## src/rtl/match_log_pkg.sv

```systemverilog
// Shared defaults for the match event logger and its FIFO.
// The pointer width carries one wrap bit above the address so full and empty can be told apart.
package match_log_pkg;

    localparam int TS_W_DEF  = 16;
    localparam int CNT_W_DEF = 16;
    localparam int DEPTH_DEF = 8;

    function automatic int ptr_w(input int depth);
        return $clog2(depth) + 1;
    endfunction

endpackage

```

## src/rtl/match_event_logger_if.sv

```systemverilog
// Event stream from the logger to its consumer.
// Handshake: a transfer happens on a rising clk edge where evt_valid and evt_ready are both high;
// evt_valid never waits for evt_ready, and evt_ts is only meaningful while evt_valid is high.
interface match_event_logger_if #(
    parameter int TS_W = 16
) ();

    logic            evt_valid;
    logic            evt_ready;
    logic [TS_W-1:0] evt_ts;

    modport master (
        output evt_valid,
        output evt_ts,
        input  evt_ready
    );

    modport slave (
        input  evt_valid,
        input  evt_ts,
        output evt_ready
    );

endinterface

```

## src/rtl/sync_fifo.sv

```systemverilog
// Single-clock FIFO with wrap-bit pointers and no read bypass.
// A push into a full FIFO is accepted only when a pop frees a slot in the same cycle.
module sync_fifo
    import match_log_pkg::*;
#(
    parameter int W     = TS_W_DEF,
    parameter int DEPTH = DEPTH_DEF
) (
    input  logic         clk,
    input  logic         rst_n,
    input  logic         clr,
    input  logic         push,
    input  logic [W-1:0] din,
    input  logic         pop,
    output logic [W-1:0] dout,
    output logic         valid,
    output logic         full
);

    localparam int PW = ptr_w(DEPTH);
    localparam int AW = PW - 1;

    if (DEPTH < 2 || (DEPTH & (DEPTH - 1)) != 0) begin : g_bad_depth
        $error("sync_fifo: DEPTH must be a power of two and at least 2");
    end

    logic [W-1:0]  mem [DEPTH];
    logic [PW-1:0] wptr;
    logic [PW-1:0] rptr;
    logic          empty;
    logic          do_push;
    logic          do_pop;

    assign empty   = (wptr == rptr);
    assign full    = (wptr[PW-1] != rptr[PW-1]) && (wptr[AW-1:0] == rptr[AW-1:0]);
    assign do_pop  = pop && !empty;
    assign do_push = push && (!full || do_pop);
    assign valid   = !empty;
    assign dout    = mem[rptr[AW-1:0]];

    always_ff @(posedge clk or negedge rst_n) begin
        if (!rst_n) begin
            wptr <= '0;
            rptr <= '0;
        end else if (clr) begin
            wptr <= '0;
            rptr <= '0;
        end else begin
            if (do_push) wptr <= wptr + 1'b1;
            if (do_pop)  rptr <= rptr + 1'b1;
        end
    end

    // Storage is never reset; the pointers alone define what is live.
    always_ff @(posedge clk) begin
        if (do_push && !clr) mem[wptr[AW-1:0]] <= din;
    end

endmodule

```

## src/rtl/match_event_logger.sv

```systemverilog
// Timestamps rising edges of the detector match flag z and queues them for a consumer.
// Also keeps a saturating match count and a sticky overflow flag for dropped events.
module match_event_logger
    import match_log_pkg::*;
#(
    parameter int TS_W  = TS_W_DEF,
    parameter int CNT_W = CNT_W_DEF,
    parameter int DEPTH = DEPTH_DEF
) (
    input  logic                 clk,
    input  logic                 rst_n,
    input  logic                 z,
    input  logic                 clr,
    match_event_logger_if.master evt,
    output logic [CNT_W-1:0]     match_count,
    output logic                 overflow
);

    logic [TS_W-1:0] ts;
    logic            z_q;
    logic            evt_fire;
    logic            fifo_push;
    logic            fifo_pop;
    logic            fifo_full;
    logic            fifo_valid;
    logic [TS_W-1:0] fifo_dout;

    assign evt_fire  = z && !z_q;
    assign fifo_push = evt_fire && !clr;
    assign fifo_pop  = evt.evt_ready && fifo_valid && !clr;

    assign evt.evt_valid = fifo_valid;
    assign evt.evt_ts    = fifo_dout;

    sync_fifo #(
        .W     (TS_W),
        .DEPTH (DEPTH)
    ) u_fifo (
        .clk   (clk),
        .rst_n (rst_n),
        .clr   (clr),
        .push  (fifo_push),
        .din   (ts),
        .pop   (fifo_pop),
        .dout  (fifo_dout),
        .valid (fifo_valid),
        .full  (fifo_full)
    );

    // An event is dropped only when the FIFO is full and no pop frees a slot this cycle.
    always_ff @(posedge clk or negedge rst_n) begin
        if (!rst_n) begin
            ts          <= '0;
            z_q         <= 1'b0;
            match_count <= '0;
            overflow    <= 1'b0;
        end else if (clr) begin
            ts          <= '0;
            z_q         <= 1'b0;
            match_count <= '0;
            overflow    <= 1'b0;
        end else begin
            ts  <= ts + 1'b1;
            z_q <= z;
            if (evt_fire && (match_count != '1)) match_count <= match_count + 1'b1;
            if (evt_fire && fifo_full && !fifo_pop) overflow <= 1'b1;
        end
    end

endmodule

```

## src/flat_wrapper.sv

```systemverilog
// flat-port wrapper written by rule: the top's interface ports become plain ports
module match_event_logger_flat import match_log_pkg::*;
#(
    parameter int TS_W  = TS_W_DEF,
    parameter int CNT_W = CNT_W_DEF,
    parameter int DEPTH = DEPTH_DEF
)
  (clk, rst_n, z, clr, match_count, overflow, evt_evt_valid, evt_evt_ts, evt_evt_ready);
  match_event_logger_if #(.TS_W(TS_W)) evt_i ();
  input  logic clk;
  input  logic rst_n;
  input  logic z;
  input  logic clr;
  output logic [CNT_W-1:0] match_count;
  output logic overflow;
  output wire logic [$bits(evt_i.evt_valid)-1:0] evt_evt_valid;
  output wire logic [$bits(evt_i.evt_ts)-1:0] evt_evt_ts;
  input wire logic [$bits(evt_i.evt_ready)-1:0] evt_evt_ready;
  assign evt_evt_valid = evt_i.evt_valid;
  assign evt_evt_ts = evt_i.evt_ts;
  assign evt_i.evt_ready = evt_evt_ready;
  match_event_logger #(.TS_W(TS_W), .CNT_W(CNT_W), .DEPTH(DEPTH)) u_core (.clk(clk), .rst_n(rst_n), .z(z), .clr(clr), .evt(evt_i), .match_count(match_count), .overflow(overflow));
endmodule
```

## config.mk

```make
export PLATFORM = sky130hd
export DESIGN_NAME = match_event_logger_flat
export DESIGN_NICKNAME = d
export VERILOG_FILES = /design/src/rtl/match_log_pkg.sv /design/src/rtl/match_event_logger_if.sv /design/src/rtl/sync_fifo.sv /design/src/rtl/match_event_logger.sv /design/src/flat_wrapper.sv
export SDC_FILE = /design/constraint.sdc
export NUM_CORES = 1
export LEC_CHECK = 0
export ABC_AREA = 1
export CAP_MARGIN = 5
export CORE_MARGIN = 10
export CORE_UTILIZATION = 40
export DETAILED_ROUTE_END_ITERATION = 8
export REMOVE_ABC_BUFFERS = 1
export SKIP_CTS_REPAIR_TIMING = 1
export SYNTH_ARGS = -nofsm -noshare
export SYNTH_HDL_FRONTEND = slang
export SYNTH_SLANG_ARGS = --single-unit
```

## constraint.sdc

```tcl
create_clock -name clk -period 3.1 [get_ports clk]
set_input_delay 0.93 -clock clk [delete_from_list [all_inputs] [get_ports clk]]
set_output_delay 0.93 -clock clk [all_outputs]
set_load 0.02 [all_outputs]
```

## Word level (Yosys, flattened, before mapping)

Memories as Yosys holds them, arrays and structs flattened.
Cells that the tools add are included.

- Add/subtract/negate cells: 4
- Equality and inequality tests: 4
- Multiplexer cells: 12
- Reductions and logical operators: 21

Operator list:

| cell | number |
|---|---|
| 16-bit two-way mux | 3 |
| 16-bit by 1-bit adder with 16-bit output, second input constant | 2 |
| 4-bit two-way mux | 4 |
| 16-bit inequality test, second input constant | 1 |
| 1-bit logical AND | 11 |
| 4-bit by 1-bit adder with 4-bit output, second input constant | 2 |
| 2-bit nonzero test | 4 |
| 1-bit zero test | 5 |
| 1-bit two-way mux | 5 |
| 4-bit equality test | 1 |
| 3-bit equality test | 1 |
| 1-bit logical OR | 1 |
| 1-bit inequality test | 1 |

- Bits in registers: 42
- Bits in writable memories: 128
- Output and inout bits: 34
- Word-level logic and storage cells: 48
- Memories: 1

Memory list:

| name | depth | width | rd ports | clocked after memory_dff | wr ports | RTL line | RTL |
|---|---|---|---|---|---|---|---|
| u_core.u_fifo.mem | 8 | 16 | 1 | 0 | 1 | sync_fifo.sv:27 | `logic [W-1:0] mem [DEPTH];` |

## Logic depth before layout (Yosys ltp)

- Depth in word-level cells: 10
- Mapped depth: 10

## Cells and area by module

A second synthesis with hierarchy kept.

- Cell total of the unflattened synthesis: 719
- Area total of the unflattened synthesis: 7,505.9 sq um

By module, submodules not included:

| module | times used | cells an instance | area an instance (sq um) |
|---|---|---|---|
| sync_fifo | 1 | 444 | 5,547.8 |
| match_event_logger | 1 | 275 | 1,958.1 |

## Least setup slack after synthesis

OpenSTA, ideal clock, no wires.

- Path kind: input to register
- From: in z
- To: mem u_core.u_fifo.mem[3][0] in the netlist's numbering, enable pin
- Arrival time: 2,687 ps
- Data required time: 2,691 ps
- Slack: 4 ps
- Stages on the path: 6
- Buffers on the path: 0
- Cell sequence: inv_1 -> nor2_1 -> inv_1 -> nor2_1 -> nand2_2 -> nor3_1

- Word-level cells in the longest chain between the ends: 6

Ends and longest elaborated chain:

| item | RTL line | RTL |
|---|---|---|
| start, declared | flat_wrapper.sv:12 | `input logic z;` |
| 1-bit logical AND | match_event_logger.sv:28 | `assign evt_fire = z && !z_q;` |
| 1-bit logical AND | match_event_logger.sv:29 | `assign fifo_push = evt_fire && !clr;` |
| 1-bit logical AND | sync_fifo.sv:37 | `assign do_push = push && (!full \|\| do_pop);` |
| 1-bit logical AND | sync_fifo.sv:56 | `if (do_push && !clr) mem[wptr[AW-1:0]] <= din;` |
| 1-bit two-way mux | sync_fifo.sv:56 |  |
| 1-bit two-way mux (implied by the code) | sync_fifo.sv:56 |  |
| end, declared | sync_fifo.sv:27 |  |

No other way between the ends.

## Worst setup path in the final report

- From: reg u_core.u_fifo.rptr[0]
- To: out evt_evt_ts[3]

- Word-level cells in the longest chain between the ends: 1

Ends and longest elaborated chain:

| item | RTL line | RTL |
|---|---|---|
| start, declared | sync_fifo.sv:29 | `logic [PW-1:0] rptr;` |
| start signal, assigned | sync_fifo.sv:50 | `if (do_pop) rptr <= rptr + 1'b1;` |
| memory 8 x 16 bit | n/a |  |
| end, declared | flat_wrapper.sv:17 | `output wire logic [$bits(evt_i.evt_ts)-1:0] evt_evt_ts;` |

No other way between the ends.

==> metrics.md <==
| Metric | Value |
|---|---|
| Switch share | `25.21%` |
| Reg2reg end | `u_core.u_fifo.mem[0][10]$_DFFE_PP_` |
| DR iter-0 viols | `395` |
| IO Port Bufs | `38` |
| Synthesized area per cell | `10.51 µm²` |
| Seq pwr share | `50.1%` |
| Worst Path Max Fanout | `20` |
| Max Cap Viol | `0` |
| Row count | `49` |
| Crit. End Element | `output port` |
| Global-route wire length before repair | `26890 µm` |
| Ys flop type | `edfxtp_1` |
| Outcome | `finished clean` |
| Initial antenna violation count | `0` |
| GR peak layer | `met2` |
| Comb power frac | `11.8%` |
| Slew @ Worst Pin | `959.9 ps` |
| Vias in the first global route | `5091` |
| Place WS | `175.0 ps` |
| Hold_sp | `u_core.overflow$_DFFE_PN0P_` |
| Final min period | `2922 ps` |
| Reg2Reg Launch Point | `u_core.u_fifo.rptr[0]$_DFFE_PN0P_` |
| Critical Path RT | `2170 ps` |
| Clock sink count | `170` |
| Drt via density | `5.271` |
| CTS tree | `yes` |
| Congestion Overflow GR | `0` |
| Layout area overhead | `20.70%` |
| I/O pins | `39` |
| Clock transition at the registers of the reported paths | `60 ps` |
| Chip height | `155.0 µm` |
| Commonest non-fill, non-tap cell in the layout | `nand2_1` |
| First-pass DRT Iterations | `7` |
| Total track usage | `14.10%` |
| GR Layer Usage met3 | `4.025%` |
| P_int | `0.003712 W` |
| Slew Limit Fails | `0` |
| CTS max path bufs | `2` |
| Placed inst area | `8147 µm²` |
| Post-synth cell types | `29` |
| Register area share after synthesis | `67.10%` |
| Post-route ant nets | `0` |
| Largest net degree at the start of global routing | `69` |
| Sw Pwr | `0.001251 W` |
| Slew margin rel. | `36.01%` |
| Final setup margin | `177.7 ps` |
| Post-synth ARST share | `24.71%` |
| Nets | `759` |
| Mapped Cells | `694` |
| Clock Skew | `8.008 ps` |
| Final Instance Area | `8805 µm²` |
| Worst Path Arrival | `1990 ps` |
| Core box area | `17960 µm²` |
| Worst hold path endpoint | `u_core.overflow$_DFFE_PN0P_` |
| Synthesized area | `7294 µm²` |
| #FFs+latches synth | `170` |
| Clock network fraction of total power | `38.2%` |
| Chip width | `155.0 µm` |
| Routing usage on met1 | `17.65%` |
| WL per Instance | `17.49 µm` |
| DIE AREA | `24040 µm²` |
| YS warnings | `0` |
| DR DRC count | `0` |
| Dpl hpwl | `11030 µm` |
| Worst R2R Path Depth | `9` |
| TNS Setup | `0 ps` |
| Most frequent cells in the layout | `145 x nand2_1, 128 x edfxtp_1, 108 x nor2_1` |
| Startpoint Class | `flip-flop` |
| Synth area leader | `edfxtp_1` |
| Final Hold Fails | `0` |
| Hold Path Class | `reg -> reg` |
| CP Class | `reg -> out` |
| Fmax | `342.2 MHz` |
| Htree depth | `4` |
| Worst skew pair latency | `420 ps` |
| Leak pwr | `3.603 nW` |
| Total wire length | `17330 µm` |
| Routed vias | `5224` |
| Final Setup Violations | `0` |
| Worst hold stages | `2` |
| Reg-to-reg slack, setup | `1010 ps` |
| Clock buffer count from CTS | `17` |
| Met2 usage | `23.03%` |
| Share of cells above drive strength 1 | `9.711%` |
| Peak supply drop | `0.4091 mV` |
| Synth top area cells | `edfxtp_1 53%, dfrtp_1 14%, nand2_1 7.5%` |
| Tcrit/Tclk final | `94.27%` |
| CTS root buf | `clkbuf_16` |
| GPL Wtd Cong | `0.8603` |
| Initial Util | `40.61%` |
| Number of synthesized flops with an enable pin | `128` |
| Pwr Density | `563.7 nW/µm²` |
| Ant diodes | `0` |
| Yosys top cell area share | `52.69%` |
| RSZ-0062 raised after global routing | `false` |
state kept, by name (all words and copies together), names as in the netlist:
signal              count
u_core.overflow         1
u_core.u_fifo.wptr      4
u_core.u_fifo.mem     128
u_core.ts              16
u_core.u_fifo.rptr      4
u_core.z_q              1
u_core.match_count     16
synthesized netlist by cell type, drive strengths merged (10+ instances only):
library cell  number
clkbuf            22
dfrtp             42
edfxtp           128
inv               37
nand2            146
nand3             28
nand4             17
nor2             113
nor3              11
o21ai             78
o22ai             32
xor2              10
power by group through the flow:
stage | combinational, W | sequential [W] | clock (W)
after global placement | 0.000550 | 0.00253 | 0
final | 0.000583 | 0.00248 | 0.00190
after CTS | 0.000558 | 0.00248 | 0.00192
after detailed placement | 0.000556 | 0.00253 | 0
after global routing | 0.000644 | 0.00249 | 0.00203
after floorplan | 0.000283 | 0.00255 | 0
per-stage QoR:
step	util (%)	std cells	hold slack, ps	total power (W)
after detailed placement	45.35	954	490.6	0.003088
after global placement	45.35	954	511.8	0.003081
after CTS	48.27	985	509.0	0.004965
after floorplan	-	663	524.1	0.002833
final	49.01	991	499.5	0.004963
after global routing	49.01	991	544.2	0.005163
per-layer routing:
layer | vias to the layer above | routed length, µm | share of wire, %
met5 | - | 0 | 0
met1 | 2542 | 7629 | 44
li1 | 2524 | - | -
met2 | 145 | 8440 | 49
met4 | 0 | 227 | 1.3
met3 | 13 | 1034 | 6.0
how the worst max path moves through the flow:
stage	start	to	slack, ps	cells after the start
after floorplan	u_core.u_fifo.rptr[0]$_DFFE_PN0P_	u_core.u_fifo.mem[3][0]$_DFFE_PP_	-970	7
after global placement	z	u_core.u_fifo.mem[0][12]$_DFFE_PP_	250	8
after detailed placement	z	u_core.u_fifo.mem[0][12]$_DFFE_PP_	180	8
after CTS	u_core.u_fifo.rptr[0]$_DFFE_PN0P_	evt_evt_ts[5]	-180	7
after global routing	u_core.u_fifo.rptr[0]$_DFFE_PN0P_	evt_evt_ts[3]	50	8
final	u_core.u_fifo.rptr[0]$_DFFE_PN0P_	evt_evt_ts[3]	180	8
kinds of logic after synthesis:
kind of cell	count (synthesis)	share of synthesized area, %
simple gates	319	18.25
flops	170	67.10
compound gates	120	8.834
buf+inv	70	3.808
xor+xnor	11	1.321
fa+ha+maj	4	0.6861
critical path, cell delays in order, from the launching register on:
cell	delay (ps)
dfrtp_2	430
clkinvlp_4	180
buf_4	140
buf_6	160
nor2_1	60
o22ai_1	220
nand2_1	90
nand2_1	60
dlymetal6s2s_1	220
final cells by class:
type                    count  area (µm²)
repair buffers             68       810.8
well taps                 229       286.5
flip-flops and latches    170        4896
fillers                  1619        9159
inverters                  39       150.1
clock buffers              18       429.2
clock inverters            13       95.09
multi-input cells         454        2137
Note: power is estimated with default switching activity, not from simulation.
